<file path="config.mk">
export PLATFORM = sky130hd
export DESIGN_NAME = pc_fetch_unit
export DESIGN_NICKNAME = d
export VERILOG_FILES = /design/src/rtl/otter_pkg.sv /design/src/rtl/pc_next_mux.sv /design/src/rtl/pc_fetch_unit.sv
export SDC_FILE = /design/constraint.sdc
export NUM_CORES = 1
export LEC_CHECK = 0
export BUFFER_PORTS_ARGS = -buffer_cell sky130_fd_sc_hd__buf_2
export CAP_MARGIN = 5
export CELL_PAD_IN_SITES_DETAIL_PLACEMENT = 2
export CELL_PAD_IN_SITES_GLOBAL_PLACEMENT = 2
export CORE_UTILIZATION = 30
export CTS_BUF_LIST = sky130_fd_sc_hd__clkbuf_4 sky130_fd_sc_hd__clkbuf_8
export DETAILED_ROUTE_END_ITERATION = 10
export PLACE_DENSITY = 0.92
export SLEW_MARGIN = 40
export SYNTH_ARGS = -nofsm -noshare
export SYNTH_HDL_FRONTEND = slang
export SYNTH_SLANG_ARGS = --single-unit
export TNS_END_PERCENT = 20
</file>
<file path="constraint.sdc">
create_clock -name i_clk -period 2.3 [get_ports i_clk]
set_input_delay 0.46 -clock i_clk [delete_from_list [all_inputs] [get_ports i_clk]]
set_output_delay 0.46 -clock i_clk [all_outputs]
set_load 0.02 [all_outputs]
</file>
<file path="src/rtl/otter_pkg.sv">
// Shared types for the fetch front end: redirect source select and fetch FSM states.
package otter_pkg;

  typedef enum logic [2:0] {
    SEL_JAL    = 3'd0,
    SEL_BRANCH = 3'd1,
    SEL_JALR   = 3'd2,
    SEL_MTVEC  = 3'd3,
    SEL_MEPC   = 3'd4
  } pc_sel_t;

  typedef enum logic [1:0] {
    FETCH = 2'd0,
    WAIT  = 2'd1,
    HOLD  = 2'd2,
    TRAP  = 2'd3
  } fetch_state_t;

  localparam logic [1:0] IALIGN_MASK = 2'b11;

  function automatic logic is_trap_sel(input logic [2:0] sel);
    return (sel == SEL_MTVEC) || (sel == SEL_MEPC);
  endfunction

endpackage

</file>
<file path="src/rtl/pc_next_mux.sv">
// Redirect target select with jalr bit0 clearing and instruction-alignment check.
module pc_next_mux
  import otter_pkg::*;
(
  input  logic [2:0]  i_sel,
  input  logic [31:0] i_jal,
  input  logic [31:0] i_branch,
  input  logic [31:0] i_jalr,
  input  logic [31:0] i_mtvec,
  input  logic [31:0] i_mepc,
  output logic [31:0] o_target,
  output logic        o_sel_ok,
  output logic        o_misalign
);

  always_comb begin
    o_target = 32'h0000_0000;
    o_sel_ok = 1'b1;
    case (i_sel)
      SEL_JAL:    o_target = i_jal;
      SEL_BRANCH: o_target = i_branch;
      SEL_JALR:   o_target = i_jalr & 32'hFFFF_FFFE;
      SEL_MTVEC:  o_target = i_mtvec;
      SEL_MEPC:   o_target = i_mepc;
      default:    o_sel_ok = 1'b0;
    endcase
  end

  assign o_misalign = o_sel_ok && ((o_target[1:0] & IALIGN_MASK) != 2'b00);

endmodule

</file>
<file path="src/rtl/pc_fetch_unit.sv">
// Program counter and single-outstanding instruction fetch with decode handshake.
// state | meaning: FETCH request at PC | WAIT response pending | HOLD IR to decode | TRAP parked
module pc_fetch_unit
  import otter_pkg::*;
#(
  parameter logic [31:0] RESET_VEC = 32'h0000_0000,
  parameter logic [31:0] STEP      = 32'd4
) (
  input  logic        i_clk,
  input  logic        i_rst_n,
  input  logic        i_redir_valid,
  input  logic [2:0]  i_redir_sel,
  input  logic [31:0] i_jal,
  input  logic [31:0] i_branch,
  input  logic [31:0] i_jalr,
  input  logic [31:0] i_mtvec,
  input  logic [31:0] i_mepc,
  output logic        o_imem_req,
  output logic [31:0] o_imem_addr,
  input  logic        i_imem_rvalid,
  input  logic [31:0] i_imem_rdata,
  output logic        o_ir_valid,
  output logic [31:0] o_ir,
  output logic [31:0] o_ir_pc,
  input  logic        i_ir_ready,
  output logic [31:0] o_pc,
  output logic        o_misalign,
  output logic [31:0] o_misalign_addr
);

  fetch_state_t r_state;
  fetch_state_t w_state_nxt;
  logic [31:0]  r_pc;
  logic [31:0]  w_pc_nxt;
  logic [31:0]  r_req_addr;
  logic [31:0]  r_ir;
  logic [31:0]  r_ir_pc;
  logic [31:0]  r_misalign_addr;
  logic         r_misalign;
  logic         r_kill;
  logic         w_kill_nxt;
  logic         r_to_trap;
  logic         w_to_trap_nxt;
  logic         w_latch_ir;

  logic [31:0]  w_target;
  logic         w_sel_ok;
  logic         w_tgt_misalign;
  logic         w_trapped;
  logic         w_redir;
  logic         w_redir_ok;
  logic         w_redir_bad;

  pc_next_mux u_pc_next_mux (
    .i_sel      (i_redir_sel),
    .i_jal      (i_jal),
    .i_branch   (i_branch),
    .i_jalr     (i_jalr),
    .i_mtvec    (i_mtvec),
    .i_mepc     (i_mepc),
    .o_target   (w_target),
    .o_sel_ok   (w_sel_ok),
    .o_misalign (w_tgt_misalign)
  );

  // Once parked (or draining toward TRAP) only a trap vector or trap return may steer the PC.
  assign w_trapped   = (r_state == TRAP) || r_to_trap;
  assign w_redir     = i_redir_valid && w_sel_ok && (!w_trapped || is_trap_sel(i_redir_sel));
  assign w_redir_ok  = w_redir && !w_tgt_misalign;
  assign w_redir_bad = w_redir && w_tgt_misalign;

  always_comb begin
    w_state_nxt   = r_state;
    w_pc_nxt      = r_pc;
    w_kill_nxt    = r_kill;
    w_to_trap_nxt = r_to_trap;
    w_latch_ir    = 1'b0;

    if (w_redir_ok) begin
      w_pc_nxt = w_target;
    end

    case (r_state)
      FETCH: begin
        w_state_nxt = WAIT;
        if (w_redir) begin
          w_kill_nxt    = 1'b1;
          w_to_trap_nxt = w_tgt_misalign;
        end
      end
      WAIT: begin
        if (i_imem_rvalid) begin
          w_kill_nxt    = 1'b0;
          w_to_trap_nxt = 1'b0;
          if (w_redir) begin
            w_state_nxt = w_tgt_misalign ? TRAP : FETCH;
          end else if (r_kill) begin
            w_state_nxt = r_to_trap ? TRAP : FETCH;
          end else begin
            w_state_nxt = HOLD;
            w_latch_ir  = 1'b1;
          end
        end else if (w_redir) begin
          w_kill_nxt    = 1'b1;
          w_to_trap_nxt = w_tgt_misalign;
        end
      end
      HOLD: begin
        if (w_redir) begin
          w_state_nxt = w_tgt_misalign ? TRAP : FETCH;
        end else if (i_ir_ready) begin
          w_pc_nxt    = r_pc + STEP;
          w_state_nxt = FETCH;
        end
      end
      TRAP: begin
        if (w_redir_ok) begin
          w_state_nxt = FETCH;
        end
      end
      default: w_state_nxt = FETCH;
    endcase
  end

  always_ff @(posedge i_clk or negedge i_rst_n) begin
    if (!i_rst_n) begin
      r_state         <= FETCH;
      r_pc            <= RESET_VEC;
      r_req_addr      <= RESET_VEC;
      r_kill          <= 1'b0;
      r_to_trap       <= 1'b0;
      r_ir            <= 32'h0000_0000;
      r_ir_pc         <= 32'h0000_0000;
      r_misalign      <= 1'b0;
      r_misalign_addr <= 32'h0000_0000;
    end else begin
      r_state    <= w_state_nxt;
      r_pc       <= w_pc_nxt;
      r_kill     <= w_kill_nxt;
      r_to_trap  <= w_to_trap_nxt;
      r_misalign <= w_redir_bad;
      if (r_state == FETCH) begin
        r_req_addr <= r_pc;
      end
      if (w_latch_ir) begin
        r_ir    <= i_imem_rdata;
        r_ir_pc <= r_pc;
      end
      if (w_redir_bad) begin
        r_misalign_addr <= w_target;
      end
    end
  end

  // Reset holds the FSM in FETCH, so the request is masked until release.
  assign o_imem_req      = (r_state == FETCH) && i_rst_n;
  assign o_imem_addr     = (r_state == FETCH) ? r_pc : r_req_addr;
  assign o_ir_valid      = (r_state == HOLD);
  assign o_ir            = r_ir;
  assign o_ir_pc         = r_ir_pc;
  assign o_pc            = r_pc;
  assign o_misalign      = r_misalign;
  assign o_misalign_addr = r_misalign_addr;

endmodule

</file>
# After elaboration in Yosys (flattened, before gate mapping)
# Index checks and enable logic that the tools add are counted.
dict set report totals {
  reg_bits 165
  in_bits 200
  output_inout_bits 163
}
dict set report op_classes {
  add_sub_neg 1
  n_eq_ne 10
  n_mux 26
  n_reduce_logical 17
}
# op count
set ops {}
lappend ops {{$mux W32} 5}
lappend ops {{$pmux W32 S5} 1}
lappend ops {{$add A32 B3 Y32 const B} 1}
lappend ops {{$mux W2} 8}
lappend ops {{$mux W1} 9}
lappend ops {{$pmux W2 S4} 1}
lappend ops {{$eq A3 B2 Y1 const B} 2}
lappend ops {{$logic_and A1 B1 Y1} 6}
lappend ops {{$reduce_or A5 Y1} 1}
lappend ops {{$eq A2 B2 Y1 const B} 2}
lappend ops {{$ne A2 B2 Y1 const B} 2}
lappend ops {{$pmux W1 S2} 2}
lappend ops {{$reduce_bool A2 Y1} 2}
lappend ops {{$eq A3 B1 Y1 const B} 1}
lappend ops {{$eq A3 B3 Y1 const B} 1}
lappend ops {{$logic_not A3 Y1} 1}
lappend ops {{$logic_or A1 B1 Y1} 3}
lappend ops {{$ne A3 B1 Y1 const B} 1}
lappend ops {{$reduce_and A3 Y1} 1}
lappend ops {{$eq A2 B1 Y1 const B} 1}
lappend ops {{$logic_not A1 Y1} 2}
lappend ops {{$logic_not A2 Y1} 1}

# Longest topological paths before layout
# Gate-level depths: netlist of the first run.
dict set report logic_depth {
  ltp_word 10
  ltp_mapped 9
  mapped_depth_nobuf 6
}

# Modules after synthesis
# Synthesis of the first run repeated with hierarchy kept, for this count alone.
dict set report hier_totals {
  cells_unflattened 678
  area_unflattened_um2 8215.4
}
# mod instances cells_each area_each_um2 seq_area_each_um2
set modules_own_cells {}
lappend modules_own_cells {pc_fetch_unit 1 519 6926.6 4129.0}
lappend modules_own_cells {pc_next_mux 1 159 1288.7 0.0}

# Least setup slack after synthesis of the first run
# Ideal clock, no wire load.
dict set report synth_timing {
  path_kind {input to register}
  start {in i_redir_sel[0]}
  end {reg r_ir[0], in the netlist o_ir[0]}
  t_arrival_ns 2.078
  t_required_ns 2.175
  path_slack_ns 0.097
  cell_stages 9
  path_buffers 4
  cell_sequence {buf_2 > nand2_1 > a21oi_1 > o21a_1 > buf_6 > or4_4 > buf_6 > buf_6 > mux2_4}
}
dict set report synth_between {
  elab_chain_cells 8
}
# item line
set synth_rtl {}
lappend synth_rtl {{start: declaration} pc_fetch_unit.sv:12} ;# input logic [2:0] i_redir_sel,
lappend synth_rtl {{$eq A3 B2 Y1 (tied with other cells)} {otter_pkg.sv:22, pc_next_mux.sv:19}}
lappend synth_rtl {{$reduce_or A5 Y1 (no source line)} -}
lappend synth_rtl {{$mux W1} pc_next_mux.sv:19} ;# case (i_sel)
lappend synth_rtl {{$logic_and A1 B1 Y1} pc_fetch_unit.sv:68} ;# assign w_redir = i_redir_valid && w_sel_ok && (!w_trapped || is_trap_sel(i_redir_sel));
lappend synth_rtl {{$logic_and A1 B1 Y1 *} pc_fetch_unit.sv:68}
lappend synth_rtl {{$mux W1 *} pc_fetch_unit.sv:95} ;# if (w_redir) begin
lappend synth_rtl {{$mux W1 *} pc_fetch_unit.sv:92} ;# if (i_imem_rvalid) begin
lappend synth_rtl {{$mux W1 *} pc_fetch_unit.sv:83} ;# case (r_state)
lappend synth_rtl {{end signal: assignment} pc_fetch_unit.sv:146} ;# r_ir <= i_imem_rdata;
lappend synth_rtl {{end: declaration} pc_fetch_unit.sv:36} ;# logic [31:0] r_ir;
# Mark *: on every way between the ends. The rest lies on a longest branch, timed or not.
# A chain may end at the register's enable or synchronous reset.

# Final worst setup path of the first run
dict set report layout_timing {
  start {reg r_state[1]}
  end {out o_imem_addr[1]}
}
dict set report layout_between {
  elab_chain_cells 2
}
# item line
set layout_rtl {}
lappend layout_rtl {{start: declaration} pc_fetch_unit.sv:31} ;# fetch_state_t r_state;
lappend layout_rtl {{start signal: assignment} pc_fetch_unit.sv:137} ;# r_state <= w_state_nxt;
lappend layout_rtl {{$logic_not A2 Y1} pc_fetch_unit.sv:157} ;# assign o_imem_addr = (r_state == FETCH) ? r_pc : r_req_addr;
lappend layout_rtl {{$mux W32} pc_fetch_unit.sv:157}
lappend layout_rtl {{end: declaration} pc_fetch_unit.sv:19} ;# output logic [31:0] o_imem_addr,
# Every way passes these cells.

==> results of run 1 <==
[worst max path at each step]
stage,start,end,cells past startpoint,slack (ns)
after floorplan,i_redir_sel[0],o_ir[0],9,0.1
after global placement,i_redir_sel[1],o_misalign_addr[7],7,0.007
after detailed placement,i_redir_sel[1],o_pc[15],8,-0.20
after CTS,r_state[0],o_imem_addr[27],6,-0.16
after global routing,r_state[1],o_imem_addr[1],6,-0.19
final,r_state[1],o_imem_addr[1],6,-0.12
[cells in the mapped netlist, drive strengths merged, types with 3 or more instances]
master,instances
inv,13
or4,3
nand2b,7
nor2,16
o22a,3
buf,34
dfrtp,165
mux2,120
nor4,4
nand3,18
or2,4
and2,5
a311oi,4
o21ai,18
o2bb2ai,23
a221oi,11
nor3,18
clkbuf,18
a21oi,23
o211ai,3
nand2,30
o21a,3
mux2i,40
nand4,9
a211o,6
and3,10
a211oi,9
a221o,26
[worst max-delay path, cell delays in order, from the launching register on]
cell and delay (ns):
dfrtp_1 0.42, buf_6 0.14, nor2_4 0.13, buf_6 0.16, clkbuf_16 0.18, mux2_4 0.33, buf_6 0.14
[sequential cells by signal, indices dropped and copies added, names as in the netlist]
name and flops:
o_ir 32, o_ir_pc 32, o_misalign 1, o_misalign_addr 32
o_pc 32, r_kill 1, r_req_addr 32, r_state 2
r_to_trap 1
[logic make-up (layout without fill, tap and decap cells)]
family          Yosys count  after routing
fa+ha+maj                 1              1
mux                     160            160
simple gates            135            135
compound gates          155            155
buf+inv                  65            503
flops                   165            165
[stage by stage]
stage,hold slack [ns],setup TNS [ns]
finish,0.215,-2.98
global route,0.192,-4.88
CTS,0.191,-4.50
detailed placement,0.489,-2.95
global placement,0.477,0
floorplan,0.164,0
[final cells by class]
cell class	count	area (um2)	share of cell area, %
Tap cell	372	465	3.85
Timing Repair Buffer	458	2970	24.6
Clock buffer	19	262	2.17
Multi-Input combinational cell	451	4090	33.8
Sequential cell	165	4130	34.2
Inverter	13	48.8	0.404
Clock inverter	13	111	0.922
[per-layer routing]
metal  up-vias  GRT usage (%)  wire length (um)
li1       3442              -                 -
met1      3987           27.9             14300
met2       332           44.3             19100
met3        54           4.85              2030
met4         0           10.2              1000
met5         -              0                 0
[what timing repair did]
action | 4_1_cts | 5_1_grt
setup buffers | 2 | 7
pin swaps | 1 | 1
hold buffers | 1 | 0
endpoints found under the setup margin | 33 | 37
endpoints found under the hold margin | 12 | 0
resized for setup | 36 | 76
cloned | 1 | 3
[where the power goes]
part / total (W) / leakage (nW) / switching [W] / internal [W]
Sequential: 0.00523 / 2.01 / 0.000973 / 0.00426
Clock: 0.00207 / 0.190 / 0.00124 / 0.000838
Combinational: 0.00929 / 3.88 / 0.00505 / 0.00424
==> results.yml, run 1 <==
status:
  status: "finished with violations"
  violations: "setup timing"
finish:
  diodes: 0
  layout_commonest_cell: "buf_2"
  syn_to_final_growth_pct: 44.0
  layout_common_cells: "buf_2 (327), dfrtp_1 (165), mux2_4 (92)"
  nNetsFinal: 1307
  drive_gt1_share_pct: 56.0
  finalNonFillerCells: 1491
  fillerInstances: 2780
  fin_area_um2: 12100
  final_core_util_pct: 44.4
clock_network:
  root_buffer: "clkbuf_8"
  clk_pin_slew_ns: 0.10
  cts_tree: "built"
  clk_path_buf_depth: 2
  worstSkewPairLatency_ns: 0.48
  htreeDepth: 4
  cts-buffers-inserted: 17
  clock-sinks: 165
timing:
  worstMarginPinSlew_ns: 0.484
  report.final.slew_viol_count: 0
  hold_viol: 0
  period_needed_ns: 2.42
  rsz0062_at_grt: "true"
  post-route-period-util_pct: 105
  layout_setup_ws_ns: -0.122
  slew_headroom_pct: 67.7
  finClkSkew_ns: 0.0181
  setup_viol_count_final: 32
  clock.fmax_mhz: 413
routing:
  wl_per_cell_um: 24.4
  drtAntennaViolNets: 0
  drt_first_iter_violations: 316
  vias_per_cell: 5.24
  dr_total_vias: 7815
  drt_wl_total_um: 36400
  drtPass1Iterations: 4
  drc: 0
synth:
  syn_nets: 882
  synthFlopType: "dfrtp_1"
  synth-simple-area-share_pct: 8.56
  syn_inst: 681
  yosys.cell_types.count: 64
  yosysTopAreaCell: "dfrtp_1"
  synth_seq_cells: 165
  synth_xor_area_share_pct: 0
  synthAdderAreaFrac_pct: 0.149
  synth_top_family_by_area: "multiplexers"
  yosysSeqAreaShare_pct: 49.2
  synth.top_cell.area_share_pct: 49.2
  synth_mux_area_share_pct: 23.6
  synth.avg_cell_area_um2: 12.3
  synthArstFlopShare_pct: 100
  yosys_warnings: 0
  yosys-top-cells-area: "dfrtp_1 (49%), mux2_4 (11%), mux2_2 (7.9%)"
  synth_area_um2: 8390
  synth-edff-count: 0
  synth_compound_area_share_pct: 14.5
pwr:
  powerDensity_nw_per_um2: 1370
  vdd_drop_max_mv: 0.424
  finalPower_w: 0.0166
  p_leak_nw: 6.08
setup_path:
  cp-end-kind: "output port"
  path_class: "reg2out"
  timing.rr.end: "o_pc[18]"
  crit_required_ns: 1.84
  r2r_slack_ns: 0.07
  critPathArrivalTime_ns: 1.96
  crit_path_start_kind: "flop"
  worst-r2r-cell-count: 6
  crit_fanout: 8
  r2r_start: "o_pc[2]"
place:
  hpwlAfterDp_um: 27100
  placed_cells: 1445
  port_buffers: 361
  placed_area_um2: 11200
  place.gp.congestion: 0.857
  post-place-ws_ns: -0.196
floorplanning:
  initial_core_util_pct: 30.9
  dieArea_um2: 28600
  rows: 60
  die_h_um: 169
  core_um2: 27200
  io_pins: 363
  die_width_um: 169
worst_hold_path:
  min_from: "i_imem_rdata[1]"
  hold_end: "o_ir[1]"
  hold_path_class: "in2reg"
  hold-path-cell-count: 2
global_routing:
  first_global_vias: 8730
  grt_usage_pct: 24.4
  grt_max_degree: 86
  grt-ovfl-total: 0
  antenna_found_initial: 0
  grt_pass1_wl_um: 52700
run:
  maxCapViolations: 0
(Power assumes the default switching activity.)
==> run 2, diff against run 1 <==
==> constraint.sdc (replaced) <==
create_clock -name i_clk -period 2.3 [get_ports i_clk]
set_input_delay 0.69 -clock i_clk [delete_from_list [all_inputs] [get_ports i_clk]]
set_output_delay 0.69 -clock i_clk [all_outputs]
set_load 0.02 [all_outputs]
==> results.yml, run 2 (synthesis results as in run 1) <==
routing:
  vias_per_cell: 5.24
  drtPass1Iterations: 4
  dr_total_vias: 7987
  drtAntennaViolNets: 0
  drt_first_iter_violations: 423
  drt_wl_total_um: 37800
  drc: 0
  wl_per_cell_um: 24.8
global_routing:
  grt_usage_pct: 24.9
  grt_max_degree: 88
  met1_usage_pct: 28.9
  grt_pass1_wl_um: 53800
  grt-ovfl-total: 0
  antenna_found_initial: 0
  grt_busiest_layer: "met2"
  use_met3_pct: 4.71
  first_global_vias: 8888
  grtUsageMet2_pct: 44.9
timing:
  rsz0062_at_grt: "true"
  finClkSkew_ns: 0.0166
  layout_setup_ws_ns: -0.302
  whs_ns: 0.218
  worstMarginPinSlew_ns: 0.702
  slew_headroom_pct: 53.2
  post-route-period-util_pct: 113
  hold_viol: 0
  clock.fmax_mhz: 384
  report.final.slew_viol_count: 0
  setup_viol_count_final: 34
  period_needed_ns: 2.60
setup_path:
  crit_path_start_kind: "flop"
  crit_start: "r_state[0]"
  path_class: "reg2out"
  path_common_cell: "buf_6"
  critPathMaxStageDelay_ns: 0.42
  critical_path.slowest_cell: "dfrtp_1"
  cp-end-kind: "output port"
  path_cells: "buf_6 > nor2_4 > buf_12 > clkbuf_16 > mux2_4 > buf_6"
  r2r_start: "r_state[0]"
  crit_required_ns: 1.61
  critPathArrivalTime_ns: 1.91
  crit_fanout: 8
finish:
  drive_gt1_share_pct: 57.5
  layout_commonest_cell: "buf_2"
  layout_common_cells: "buf_2 (327), dfrtp_1 (165), buf_4 (111)"
  syn_to_final_growth_pct: 47.5
  diodes: 0
  fin_area_um2: 12400
  nNetsFinal: 1340
floorplanning:
  die_width_um: 169
  dieArea_um2: 28600
  io_pins: 363
  die_h_um: 169
  core_um2: 27200
  initial_core_util_pct: 30.9
  rows: 60
pwr:
  seq_power_share_pct: 31.8
  p_int_w: 0.00962
  vdd_drop_max_mv: 0.422
  comb_power_share_pct: 55.1
  p_leak_nw: 6.26
  swShare_pct: 43.5
  p_sw_w: 0.00740
  finalPower_w: 0.0170
  powerDensity_nw_per_um2: 1380
  clkPwrFrac_pct: 13.2
clock_network:
  clk_path_buf_depth: 2
  clock-sinks: 165
  clk_pin_slew_ns: 0.10
  cts_tree: "built"
  cts-buffers-inserted: 17
  htreeDepth: 4
  worstSkewPairLatency_ns: 0.46
  root_buffer: "clkbuf_8"
  hold_buffers: 0
place:
  placed_area_um2: 11400
  hpwlAfterDp_um: 27500
  port_buffers: 361
  place.gp.congestion: 0.819
status:
  status: "finished with violations"
  violations: "setup timing"
worst_hold_path:
  hold_path_class: "in2async"
run:
  maxCapViolations: 0
-- run 2: cell types whose count changed in the layout (fill, tap and decap cells not counted), sizes merged --
cell,before,now
dlygate4sd3,1,0
bufinv,0,2
clkbuf,22,20
clkinv,5,4
buf,454,488
-- run 2: worst paths after layout --
| kind | to | slack, ns | depth (start not counted) |
|---|---|---|---|
| setup / recovery | o_imem_addr[2] | -0.30 | 6 |
| hold reg to reg | o_ir[5] | 0.51 | 1 |
| max in group asynchronous | o_misalign_addr[5] | 1.24 | 3 |
| min in group i_clk | o_ir[2] | 0.46 | 2 |
| hold / removal | o_ir[26] | 0.22 | 2 |
| setup reg to reg | o_pc[2] | -0.02 | 9 |
-- run 2: area by class of cell --
class / count / area, um2
clock inverters: 14 / 168
fillers: 2865 / 14800
inverters: 13 / 48.8
clock buffers: 17 / 234
flip-flops and latches: 165 / 4130
well taps: 372 / 465
repair buffers: 491 / 3240
multi-input cells: 451 / 4090
-- run 2: worst max-delay path, delay by kind of cell, from the launching register on --
| family | cells | cell delay, ns |
|---|---|---|
| and+or+nand+nor | 1 | 0.11 |
| DFF | 1 | 0.42 |
| buffers and inverters | 4 | 0.60 |
| muxes | 1 | 0.32 |
-- run 2: stage by stage --
stage	TNS, ns	setup WS (ns)	util (%)	cells
2_1_floorplan	-9.67	-0.119	-	681
3_3_place_gp	-24.86	-0.288	41.9	1475
3_5_place_dp	-31.46	-0.434	42.0	1476
4_1_cts	-12.17	-0.390	43.5	1507
5_1_grt	-12.04	-0.379	45.5	1523
6_report	-9.13	-0.302	45.5	1523
-- run 2: per-layer routing --
layer  share of wire, %  wire length [um]  up-vias
met5                  0                 0        -
li1                   -                 -     3496
met1                 39             14900     4051
met4                2.9              1110        0
met3                5.9              2210       66
met2                 52             19500      374
-- run 2: repair_timing --
item | 4_1_cts | 5_1_grt
gates resized for setup | 3 | 117
setup buffers | 0 | 12
endpoints found under the setup margin | 34 | 38
cloned | 0 | 4
pin swaps | 0 | 3
-- run 2: power by group through the flow --
stage                     sequential, W  combinational (W)  clock (W)
after detailed placement        0.00538            0.00811          0
after CTS                       0.00536            0.00822    0.00230
after floorplan                 0.00641            0.00344          0
after global placement          0.00518            0.00768          0
final                           0.00541            0.00937    0.00224
after global routing            0.00553            0.00982    0.00241
